## src/rtl/regfile_arbiter.sv

```systemverilog
// Two-requester round-robin arbiter in front of a single-ported register file.
// Each transaction takes three cycles: IDLE (sample) -> ACCESS (rf strobe) -> RESP (response).
module regfile_arbiter #(
  parameter int ADDR_W   = 5,
  parameter int DATA_W   = 32,
  parameter int RO_LAST  = 1,
  parameter int ADDR_MAX = 5
) (
  input  logic              clk,
  input  logic              reset,
  input  logic              a_req,
  input  logic              a_r_wn,
  input  logic [ADDR_W-1:0] a_addr,
  input  logic [DATA_W-1:0] a_wdata,
  output logic              a_gnt,
  output logic              a_rvalid,
  output logic [DATA_W-1:0] a_rdata,
  output logic              a_err,
  input  logic              b_req,
  input  logic              b_r_wn,
  input  logic [ADDR_W-1:0] b_addr,
  input  logic [DATA_W-1:0] b_wdata,
  output logic              b_gnt,
  output logic              b_rvalid,
  output logic [DATA_W-1:0] b_rdata,
  output logic              b_err,
  output logic              rf_en,
  output logic              rf_r_wn,
  output logic [ADDR_W-1:0] rf_addr,
  output logic [DATA_W-1:0] rf_wdata,
  input  logic [DATA_W-1:0] rf_rdata
);

  localparam logic [ADDR_W-1:0] MAX_A = ADDR_W'(ADDR_MAX);
  localparam logic [ADDR_W-1:0] RO_A  = ADDR_W'(RO_LAST);

  typedef enum logic [1:0] {IDLE, ACCESS, RESP} state_t;

  state_t state_reg, state_next;

  // ptr: 1 = B was granted last. owner: 1 = B owns the transaction in flight.
  logic ptr_reg, ptr_next;
  logic owner_reg, owner_next;
  logic r_wn_reg, r_wn_next;
  logic legal_reg, legal_next;

  logic              a_gnt_reg, a_gnt_next;
  logic              b_gnt_reg, b_gnt_next;
  logic              rf_en_reg, rf_en_next;
  logic              rf_r_wn_reg, rf_r_wn_next;
  logic [ADDR_W-1:0] rf_addr_reg, rf_addr_next;
  logic [DATA_W-1:0] rf_wdata_reg, rf_wdata_next;
  logic              a_rvalid_reg, a_rvalid_next;
  logic              b_rvalid_reg, b_rvalid_next;
  logic              a_err_reg, a_err_next;
  logic              b_err_reg, b_err_next;
  logic              a_rsel_reg, a_rsel_next;
  logic              b_rsel_reg, b_rsel_next;

  logic              win_b;
  logic              sel_r_wn;
  logic [ADDR_W-1:0] sel_addr;
  logic [DATA_W-1:0] sel_wdata;
  logic              sel_legal;

  always_comb begin
    // B wins when it is alone, or when both request and A was granted last.
    win_b     = b_req && (!a_req || !ptr_reg);
    sel_r_wn  = win_b ? b_r_wn  : a_r_wn;
    sel_addr  = win_b ? b_addr  : a_addr;
    sel_wdata = win_b ? b_wdata : a_wdata;
    sel_legal = (sel_addr <= MAX_A) && (sel_r_wn || (sel_addr > RO_A));
  end

  always_comb begin
    state_next    = state_reg;
    ptr_next      = ptr_reg;
    owner_next    = owner_reg;
    r_wn_next     = r_wn_reg;
    legal_next    = legal_reg;
    a_gnt_next    = 1'b0;
    b_gnt_next    = 1'b0;
    rf_en_next    = 1'b0;
    rf_r_wn_next  = 1'b1;
    rf_addr_next  = '0;
    rf_wdata_next = '0;
    a_rvalid_next = 1'b0;
    b_rvalid_next = 1'b0;
    a_err_next    = 1'b0;
    b_err_next    = 1'b0;
    a_rsel_next   = 1'b0;
    b_rsel_next   = 1'b0;
    case (state_reg)
      IDLE: begin
        if (a_req || b_req) begin
          state_next    = ACCESS;
          ptr_next      = win_b;
          owner_next    = win_b;
          r_wn_next     = sel_r_wn;
          legal_next    = sel_legal;
          a_gnt_next    = !win_b;
          b_gnt_next    = win_b;
          rf_en_next    = sel_legal;
          rf_r_wn_next  = sel_r_wn;
          rf_addr_next  = sel_addr;
          rf_wdata_next = sel_wdata;
        end
      end
      ACCESS: begin
        state_next    = RESP;
        a_rvalid_next = !owner_reg;
        b_rvalid_next = owner_reg;
        a_err_next    = !owner_reg && !legal_reg;
        b_err_next    = owner_reg && !legal_reg;
        a_rsel_next   = !owner_reg && legal_reg && r_wn_reg;
        b_rsel_next   = owner_reg && legal_reg && r_wn_reg;
      end
      RESP: begin
        state_next = IDLE;
      end
      default: begin
        state_next = IDLE;
      end
    endcase
  end

  always_ff @(posedge clk) begin
    if (reset) begin
      state_reg    <= IDLE;
      ptr_reg      <= 1'b1;
      owner_reg    <= 1'b0;
      r_wn_reg     <= 1'b0;
      legal_reg    <= 1'b0;
      a_gnt_reg    <= 1'b0;
      b_gnt_reg    <= 1'b0;
      rf_en_reg    <= 1'b0;
      rf_r_wn_reg  <= 1'b1;
      rf_addr_reg  <= '0;
      rf_wdata_reg <= '0;
      a_rvalid_reg <= 1'b0;
      b_rvalid_reg <= 1'b0;
      a_err_reg    <= 1'b0;
      b_err_reg    <= 1'b0;
      a_rsel_reg   <= 1'b0;
      b_rsel_reg   <= 1'b0;
    end else begin
      state_reg    <= state_next;
      ptr_reg      <= ptr_next;
      owner_reg    <= owner_next;
      r_wn_reg     <= r_wn_next;
      legal_reg    <= legal_next;
      a_gnt_reg    <= a_gnt_next;
      b_gnt_reg    <= b_gnt_next;
      rf_en_reg    <= rf_en_next;
      rf_r_wn_reg  <= rf_r_wn_next;
      rf_addr_reg  <= rf_addr_next;
      rf_wdata_reg <= rf_wdata_next;
      a_rvalid_reg <= a_rvalid_next;
      b_rvalid_reg <= b_rvalid_next;
      a_err_reg    <= a_err_next;
      b_err_reg    <= b_err_next;
      a_rsel_reg   <= a_rsel_next;
      b_rsel_reg   <= b_rsel_next;
    end
  end

  assign a_gnt    = a_gnt_reg;
  assign b_gnt    = b_gnt_reg;
  assign rf_en    = rf_en_reg;
  assign rf_r_wn  = rf_r_wn_reg;
  assign rf_addr  = rf_addr_reg;
  assign rf_wdata = rf_wdata_reg;
  assign a_rvalid = a_rvalid_reg;
  assign b_rvalid = b_rvalid_reg;
  assign a_err    = a_err_reg;
  assign b_err    = b_err_reg;

  // rf_rdata is already registered by the register file; a select flop gates it onto
  // the winner's channel so read data lands in the RESP cycle.
  assign a_rdata = {DATA_W{a_rsel_reg}} & rf_rdata;
  assign b_rdata = {DATA_W{b_rsel_reg}} & rf_rdata;

endmodule

```

## config.mk

```make
export PLATFORM = sky130hd
export DESIGN_NAME = regfile_arbiter
export DESIGN_NICKNAME = d
export VERILOG_FILES = /design/src/rtl/regfile_arbiter.sv
export SDC_FILE = /design/constraint.sdc
export NUM_CORES = 1
export LEC_CHECK = 0
export CAP_MARGIN = 20
export CORE_ASPECT_RATIO = 0.6
export CORE_UTILIZATION = 32
export DETAILED_ROUTE_END_ITERATION = 10
export PLACE_DENSITY = 0.86
export REMOVE_ABC_BUFFERS = 1
export SLEW_MARGIN = 30
export SYNTH_ARGS = -nofsm -noshare
export SYNTH_HDL_FRONTEND = slang
export SYNTH_SLANG_ARGS = --single-unit
```

## constraint.sdc

```tcl
create_clock -name clk -period 1.96 [get_ports clk]
set_input_delay 0.49 -clock clk [delete_from_list [all_inputs] [get_ports clk]]
set_output_delay 0.49 -clock clk [all_outputs]
set_load 0.005 [all_outputs]
```

==> results of run 1 <==
[placed cells by master (no fill, tap or decap), types with 2 or more instances in the layout]
cell / synthesis / final
a21oi_2: 2 / 2
a21oi_1: 37 / 37
clkbuf_16: 0 / 6
o311ai_0: 2 / 2
clkdlybuf4s50_1: 0 / 154
buf_12: 0 / 3
inv_1: 4 / 4
dfxtp_4: 0 / 2
a21o_1: 2 / 2
dlygate4sd2_1: 0 / 61
buf_4: 1 / 12
nand2_1: 77 / 77
a211oi_1: 2 / 2
nor2_1: 6 / 6
dlymetal6s2s_1: 0 / 5
and2_1: 64 / 64
dfxtp_1: 53 / 51
[per-stage QoR]
stage,hold slack [ps],util (%),instance area [um2]
6_report,470,71.1,4770
3_3_place_gp,447,68.4,4590
3_5_place_dp,459,68.4,4590
2_1_floorplan,427,-,2120
4_1_cts,463,70.3,4720
5_1_grt,508,71.1,4770
[power by group through the flow]
stage	registers, mW	logic [mW]	clock network (mW)
final	1.17	0.564	1.02
after detailed placement	1.19	0.567	0
after global placement	1.19	0.555	0
after global routing	1.17	0.610	1.08
after floorplan	1.20	0.133	0
after CTS	1.17	0.566	1.04
[layout make-up]
class                      instances  area, um2  share of cell area (%)
timing repair buffer             237       2340                    49.1
sequential                        53       1070                    22.4
multi-input combinational        202       1060                    22.2
clock buffer                       6        139                    2.91
tap                               87        109                    2.28
clock inverter                     2       37.5                   0.788
inverter                           4       15.0                   0.315
[kinds of logic (layout without fill, tap and decap cells)]
family,Yosys count,count (layout),synth area share [%]
buf+inv,23,249,5.93
compound gates,49,49,12.7
flops,53,53,47.4
mux,1,1,0.447
simple gates,152,152,33.5
[routing by layer]
metal,track usage [%],wire length (um)
met1,28.1,3740
met2,37.3,4200
met3,5.28,702
met4,4.50,70
met5,0,0
[worst register-to-register path, cell delays in order, from the launching register on]
cell and delay, ps:
dfxtp_1 310, o21bai_1 160, or3_2 490, buf_4 210, a21oi_2 130, a21o_1 90
[final timing paths]
kind,to,slack (ps),cells past startpoint
setup / recovery,a_rdata[17],60,3
hold / removal,owner_reg,470,1
setup reg to reg,legal_reg,520,5
hold reg to reg,owner_reg,470,1
[repair_timing]
action | in CTS | in global routing
buffers inserted | 0 | 1
setup endpoints to repair | 64 | 8
resized for setup | 64 | 7
cloned | 1 | 1
==> results.cfg, run 1 <==
[setup_path]
worstPathArrival_ps = 1410
path_class = input port to output port
slowest_stage = clkdlybuf4s50_1
crit_family = buffers and inverters
crit_path_start = rf_rdata[17]
cp-end-kind = output port
cp_slowest_stage_delay_ps = 500
startpoint_type = input port
path_buf_inv = 2
r2r-start = state_reg[0]
crit_required_ps = 1470
crit_fanout = 2
path_cells = dlygate4sd2_1 > and2_1 > clkdlybuf4s50_1

[timing]
hold_viol = 0
setup_ws_ps = 57.1
finalWorstPathRequiredPeriod_ps = 1900
report.final.slew_viol_count = 0
relSlewSlack_pct = 71.5
rsz0062_at_grt = false
fin_tns_setup_ps = 0
layout_worst_path_cycle_share_pct = 97.1
fmax_mhz = 526
fin_skew_ps = 3.56
worst_slew_pin_slew_ps = 422
setup_viol = 0

[clock_network]
clock-root-buffer = clkbuf_16
insertion_delay_ps = 280
cts_tree = done
clkSlewWorstSetupHoldPaths_ps = 70
holdBufCountCts = 0
h-tree-depth = 2
clock_sinks = 53
cts_max_path_buffers = 2
numCtsBuffers = 5

[placement]
io_buffer_count = 220
place.gp.congestion = 0.755
dp_hpwl_um = 6860
dpl.cell_count = 580
placement.setup.worst_slack_ps = -201

[run_status]
outcome = completed

[pwr]
vdd.ir_drop.worst_uv = 618
switchingPower_mw = 0.605
internal_power_mw = 2.14
p_leak_nw = 2.32
seqPwrFrac_pct = 42.5
comb_power_share_pct = 20.5
p_clk_share_pct = 37.0
sw_frac_of_total_pct = 22.0
p_per_area_nw_per_um2 = 576
total_power_mw = 2.75

[route]
route.detailed.drc = 0
dr.pass1.iters = 4
wl_um = 8720
via_count = 2626
wire_per_inst_um = 14.7
drt-initial-drc-count = 91
antenna_left = 0
routed_via_density = 4.44

[synth]
yosys-top-cells-area = dfxtp_1 (47%), and2_1 (18%), nand2_1 (13%)
yosysSeqAreaShare_pct = 47.4
synthArstFlopShare_pct = 0
ys_seq_elements = 53
avgSynthCellArea_um2 = 8.05
synth_cells = 278
ys.flop_type = dfxtp_1
synth_edf_count = 0
synth_area_um2 = 2240
yosysTopAreaCell = dfxtp_1
post-synth-top-count-cell = nand2_1
synthDistinctLibCells = 24
yosys-top-cells-count = nand2_1 (77), and2_1 (64), dfxtp_1 (53)
yosys_warnings = 0
synth_top_area_share_pct = 47.4

[layout]
largest_reg_flops = 32
nNetsFinal = 615
layout-drive-gt1-share_pct = 6.75
fillers = 542
fin_cells = 591
num_antenna_cells = 0
areaGrowthSynthToFinish_pct = 113

[hold_path]
hold_class = flop to flop
hp-start = owner_reg

[global_routing]
grt_pass1_vias = 2418
antenna_found_initial = 0
grt_overflow = 0
grt_use_total_pct = 21.9
grt_pass1_wl_um = 12300
grt_max_degree = 33

[floorplan]
initial_core_util_pct = 33.4
num_rows = 23
io_pins = 221
core-area_um2 = 6710
die_y_um = 66.8
die_w_um = 110
die-area_um2 = 7340

[flow_run]
cap_viol_max_count = 0
Note: power is estimated with default switching activity, not from simulation.
==> run 2, diff against run 1 <==
Settings changed: CTS_CLUSTER_DIAMETER set to 150.
==> results of run 2 <==
The final DEF is identical to that of run 1; final timing and power are the same.
==> run 3, diff against run 2 <==
Settings changed: HOLD_SLACK_MARGIN set to 0.02.
==> results of run 3 <==
The final DEF is identical to that of run 1; final timing and power are the same.
